==> src/rtl/johnson_pkg.sv <==
// Shared helpers for the Johnson ring generator: code-of-index, legality test, index width.
package johnson_pkg;
  localparam int JMAX = 64;
  typedef logic [JMAX-1:0] jcode_t;

  function automatic int idx_w(input int width);
    return $clog2(2*width);
  endfunction

  // Index k <= width fills k ones from the LSB; above width the ones drain from the LSB.
  function automatic jcode_t johnson_code(input int idx, input int width);
    jcode_t c;
    c = '0;
    for (int i = 0; i < JMAX; i++)
      if (i < width) c[i] = (idx <= width) ? (i < idx) : (i >= idx - width);
    return c;
  endfunction

  function automatic bit johnson_legal(input jcode_t q, input int width);
    int n;
    n = 0;
    for (int i = 0; i < JMAX-1; i++)
      if (i < width-1 && q[i] != q[i+1]) n++;
    return (n <= 1);
  endfunction
endpackage

==> src/rtl/johnson_ring_gen_if.sv <==
// Control/status bundle of the Johnson ring generator.
interface johnson_ring_gen_if import johnson_pkg::*; #(
  parameter int WIDTH = 4,
  parameter int IDX_W = idx_w(WIDTH)
);
  logic             en;
  logic             dir;
  logic             sync_clr;
  logic             load;
  logic [IDX_W-1:0] load_idx;
  logic [WIDTH-1:0] q;
  logic [IDX_W-1:0] state_idx;
  logic             wrap;
  logic             illegal;

  modport master (output en, dir, sync_clr, load, load_idx,
                  input  q, state_idx, wrap, illegal);
  modport slave  (input  en, dir, sync_clr, load, load_idx,
                  output q, state_idx, wrap, illegal);
endinterface

==> src/rtl/johnson_legal_chk.sv <==
// Combinational detect: q is legal iff it has at most one adjacent-bit transition.
module johnson_legal_chk import johnson_pkg::*; #(
  parameter int WIDTH = 4
) (
  input  logic [WIDTH-1:0] q,
  output logic             illegal
);
  assign illegal = !johnson_legal(jcode_t'(q), WIDTH);
endmodule

==> src/rtl/johnson_ring_gen.sv <==
// WIDTH-bit Johnson counter with tracked binary index, wrap pulse, load and clear.
// Define JOHNSON_SELF_CORRECT_EN to enable illegal-code detection and recovery.
module johnson_ring_gen import johnson_pkg::*; #(
  parameter int WIDTH = 4,
  parameter int IDX_W = idx_w(WIDTH)
) (
  input  logic               clk,
  input  logic               reset,
  johnson_ring_gen_if.slave  bus
);
  localparam int unsigned    NSTATES = 2*WIDTH;
  localparam logic [IDX_W-1:0] LAST  = IDX_W'(NSTATES-1);

  logic [WIDTH-1:0] q_r, q_nx, q_fwd, q_bwd;
  logic [IDX_W-1:0] idx_r, idx_nx;
  logic             wrap_r, wrap_nx, ill_r, ill_nx;
  logic             bad, load_ok;

`ifdef JOHNSON_SELF_CORRECT_EN
  johnson_legal_chk #(.WIDTH(WIDTH)) u_chk (.q(q_r), .illegal(bad));
`else
  assign bad = 1'b0;
`endif

  assign q_fwd   = {q_r[WIDTH-2:0], ~q_r[WIDTH-1]};
  assign q_bwd   = {~q_r[0], q_r[WIDTH-1:1]};
  assign load_ok = 32'(bus.load_idx) < NSTATES;

  always_ff @(posedge clk or posedge reset)
    if (reset) begin
      q_r    <= '0;
      idx_r  <= '0;
      wrap_r <= 1'b0;
      ill_r  <= 1'b0;
    end else begin
      q_r    <= q_nx;
      idx_r  <= idx_nx;
      wrap_r <= wrap_nx;
      ill_r  <= ill_nx;
    end

  // Recovery > clear > load > step; an out-of-range load holds rather than stepping.
  always_comb begin
    q_nx    = q_r;
    idx_nx  = idx_r;
    wrap_nx = 1'b0;
    ill_nx  = 1'b0;
    if (bad) begin
      q_nx   = '0;
      idx_nx = '0;
      ill_nx = 1'b1;
    end else if (bus.sync_clr) begin
      q_nx   = '0;
      idx_nx = '0;
    end else if (bus.load) begin
      if (load_ok) begin
        q_nx   = WIDTH'(johnson_code(int'(bus.load_idx), WIDTH));
        idx_nx = bus.load_idx;
      end
    end else if (bus.en) begin
      if (!bus.dir) begin
        q_nx    = q_fwd;
        idx_nx  = (idx_r == LAST) ? '0 : idx_r + IDX_W'(1);
        wrap_nx = (idx_r == LAST);
      end else begin
        q_nx    = q_bwd;
        idx_nx  = (idx_r == '0) ? LAST : idx_r - IDX_W'(1);
        wrap_nx = (idx_r == '0);
      end
    end
  end

  assign bus.q         = q_r;
  assign bus.state_idx = idx_r;
  assign bus.wrap      = wrap_r;
  assign bus.illegal   = ill_r;
endmodule
==> src/flat_wrapper.sv <==
// flat-port wrapper written by rule: the top's interface ports become plain ports
module johnson_ring_gen_flat import johnson_pkg::*;
#(
  parameter int WIDTH = 4,
  parameter int IDX_W = idx_w(WIDTH)
)
  (clk, reset, bus_en, bus_dir, bus_sync_clr, bus_load, bus_load_idx, bus_q, bus_state_idx, bus_wrap, bus_illegal);
  johnson_ring_gen_if #(.WIDTH(WIDTH), .IDX_W(IDX_W)) bus_i ();
  input  logic clk;
  input  logic reset;
  input wire logic [$bits(bus_i.en)-1:0] bus_en;
  input wire logic [$bits(bus_i.dir)-1:0] bus_dir;
  input wire logic [$bits(bus_i.sync_clr)-1:0] bus_sync_clr;
  input wire logic [$bits(bus_i.load)-1:0] bus_load;
  input wire logic [$bits(bus_i.load_idx)-1:0] bus_load_idx;
  output wire logic [$bits(bus_i.q)-1:0] bus_q;
  output wire logic [$bits(bus_i.state_idx)-1:0] bus_state_idx;
  output wire logic [$bits(bus_i.wrap)-1:0] bus_wrap;
  output wire logic [$bits(bus_i.illegal)-1:0] bus_illegal;
  assign bus_i.en = bus_en;
  assign bus_i.dir = bus_dir;
  assign bus_i.sync_clr = bus_sync_clr;
  assign bus_i.load = bus_load;
  assign bus_i.load_idx = bus_load_idx;
  assign bus_q = bus_i.q;
  assign bus_state_idx = bus_i.state_idx;
  assign bus_wrap = bus_i.wrap;
  assign bus_illegal = bus_i.illegal;
  johnson_ring_gen #(.WIDTH(WIDTH), .IDX_W(IDX_W)) u_core (.clk(clk), .reset(reset), .bus(bus_i));
endmodule
==> config.mk <==
export PLATFORM = sky130hd
export DESIGN_NAME = johnson_ring_gen_flat
export DESIGN_NICKNAME = d
export VERILOG_FILES = /design/src/rtl/johnson_pkg.sv /design/src/rtl/johnson_ring_gen_if.sv /design/src/rtl/johnson_legal_chk.sv /design/src/rtl/johnson_ring_gen.sv /design/src/flat_wrapper.sv
export SDC_FILE = /design/constraint.sdc
export NUM_CORES = 1
export LEC_CHECK = 0
export CAP_MARGIN = 20
export CORE_AREA = 2 2 39 41
export CTS_CLUSTER_DIAMETER = 50
export DETAILED_ROUTE_END_ITERATION = 8
export DIE_AREA = 0 0 41 43
export GPL_TIMING_DRIVEN = 0
export PLACE_DENSITY = 0.76
export SYNTH_ARGS = -nofsm -noshare
export SYNTH_HDL_FRONTEND = slang
export SYNTH_HIERARCHICAL = 1
export SYNTH_SLANG_ARGS = --single-unit
==> constraint.sdc <==
create_clock -name clk -period 3.3 [get_ports clk]
set_input_delay 0.495 -clock clk [delete_from_list [all_inputs] [get_ports clk]]
set_output_delay 0.495 -clock clk [all_outputs]
set_load 0.05 [all_outputs]
==> out/qor.csv <==
metric;value;unit
final_util;0.552;
clk_pin_slew_worst_paths;60;ps
final-hold-violation-count;0;
cts_tree;yes;
nets;101;
numPortBuffers;13;
ir_drop;0.205;mV
ys_seq_elements;8;
area_growth;29.2;%
synth.cell_area;592;um2
post_cts_buffers;0;
path_class;reg -> out;
post-route-drc-count;0;
antennaDiodeCount;0;
cts.root.buffer_cell;clkbuf_4;
worstPathRequired;2800;ps
rsz0062_at_grt;false;
die_y;43;um
design_area;764;um2
slowest_delay;840;ps
post-route-period-util;0.619;
wl;1.24;mm
max_freq;0.490;GHz
dr.pass1.iters;4;
post_cts_resized;0;
ctsHoldBuffers;0;
die_w;41;um
path_cells;clkdlybuf4s50_1;
core_area;1380;um2
setup_slack;1260;ps
pre_cts_ws;1530;ps
power_leakage;0.362;nW
slowest_stage;clkdlybuf4s50_1;
critPathBufInv;1;
row_count;14;
initial_core_util;0.428;
finalPower;292;uW
critPathTopFamily;buffers and inverters;
drt_iter0_markers;20;
maxCapViolations;0;
placed_cell_area;742;um2
rr_worst_depth;4;
vias;537;
crit_arrival;1550;ps
post-route-min-period;2040;ps
status;finished, final reports clean;
p_per_area;382;nW/um2
syn-mean-instance-area;8.45;um2
htree_levels;1;
grt_use_total;0.179;
cp.depth;1;
synth_warnings;6;
drv_slew;0;
synth_cell_types;27;
post_drt_wl_per_cell;12.2;um
antenna_found_initial;0;
synth-seq-area-share;0.338;
crit_fanout;7;
cts.sinks;8;
gr-total-overflow;0;
gp_congestion;0.834;
clock_latency;250;ps
synth_cells;70;
hold_class;in -> async;
cp-start-kind;flip-flop;
grt_pass1_wl;2.10;mm
syn_nets;83;
via_per_inst;5.26;
finalSetupViolations;0;
cts_buffers;3;
tns;0;ps
dp_hpwl;935;um
skew;0.105;ps
cp-end-kind;output pin;
grt_max_degree;11;
fp.dieArea;1760;um2
postRouteAntennaNets;0;
num_io_pins;18;
drive_gt1_frac;0.116;
grt_pass1_vias;471;
cts.path.max_buffers;2;
==> synthesized netlist by cell type <==
library cell | number | share of area
a211o_1 | 2 | 0.030
a211oi_1 | 3 | 0.038
a21o_1 | 1 | 0.013
a21oi_1 | 6 | 0.051
a221oi_1 | 1 | 0.015
and2_1 | 1 | 0.011
and2b_2 | 1 | 0.015
buf_2 | 2 | 0.017
buf_4 | 2 | 0.025
clkbuf_2 | 1 | 0.0084
conb_1 | 1 | 0.0063
dfrtp_1 | 8 | 0.34
ha_1 | 4 | 0.085
inv_1 | 7 | 0.044
inv_2 | 1 | 0.0063
mux2i_1 | 3 | 0.051
nand2_1 | 2 | 0.013
nand2b_1 | 2 | 0.021
nor2_1 | 6 | 0.038
nor3_1 | 4 | 0.034
nor3b_1 | 1 | 0.013
o211ai_1 | 1 | 0.013
o21ai_0 | 3 | 0.025
o22ai_1 | 2 | 0.021
or2_1 | 1 | 0.011
xnor2_1 | 2 | 0.030
xor2_1 | 2 | 0.030
==> area by class of cell <==
cell class                      count  area (um2)
Fill cell                         135         619
Multi-Input combinational cell     49         332
Sequential cell                     8         200
Timing Repair Buffer               13         130
Buffer                              5        30.0
Inverter                            8        30.0
Clock buffer                        3        22.5
Tap cell                           16        20.0
==> report_power, final <==
| part | total [mW] | switching (mW) | internal, mW |
|---|---|---|---|
| clock | 0.0745 | 0.0329 | 0.0416 |
| combinational | 0.103 | 0.0622 | 0.0411 |
| sequential | 0.114 | 0.00851 | 0.106 |
| total | 0.292 | 0.104 | 0.188 |
==> metal layers <==
metal	vias to the layer above	track usage	part of all wire
li1	270	-	-
met1	248	0.249	0.47
met2	17	0.241	0.47
met3	2	0.0314	0.044
met4	0	0.120	0.011
met5	-	0	0
==> path summary, 6_finish.rpt <==
check,startpoint,to,slack (ps)
worst max-delay path,u_core/bus.state_idx[2]$_DFFE_PP0P_,bus_state_idx[2],1260
worst min-delay path,reset,u_core/bus.state_idx[2]$_DFFE_PP0P_,500
worst max register to register,u_core/bus.state_idx[0]$_DFFE_PP0P_,u_core/bus.state_idx[2]$_DFFE_PP0P_,1880
worst min register to register,u_core/bus.q[0]$_DFFE_PP0P_,u_core/bus.q[3]$_DFFE_PP0P_,620
max in group asynchronous,reset,u_core/bus.q[1]$_DFFE_PP0P_,2560
min in group clk,bus_sync_clr,u_core/bus.q[1]$_DFFE_PP0P_,520
==> state kept, by name, indices dropped and copies added, names as in the netlist <==
register and flops:
u_core/bus.q 4, u_core/bus.state_idx 3, u_core/bus.wrap 1
==> metrics by stage <==
step	hold slack (ps)	instances
after detailed placement	607	99
after floorplan	311	70
after CTS	501	102
after global placement	600	99
after global routing	524	102
final	497	102
==> layout by cell type, fill, tap and decap left out, types with 3 or more instances in the layout <==
cell             instances
a211oi_1                 3
a21oi_1                  6
clkbuf_4                 3
clkdlybuf4s50_1         13
dfrtp_1                  8
ha_1                     4
inv_1                    7
mux2i_1                  3
nor2_1                   6
nor3_1                   4
o21ai_0                  3
==> cells by family after synthesis <==
kind of cell	Yosys count	share of synthesized area
AOI/OAI and AO/OA	19	0.205
xor gates and xnor gates	4	0.0592
adders and majority gates	4	0.0846
buffers and inverters	13	0.101
DFF	8	0.338
muxes	3	0.0507
other	1	0.00634
and+or+nand+nor	18	0.154
No activity file was read; power rests on OpenSTA's default activity.
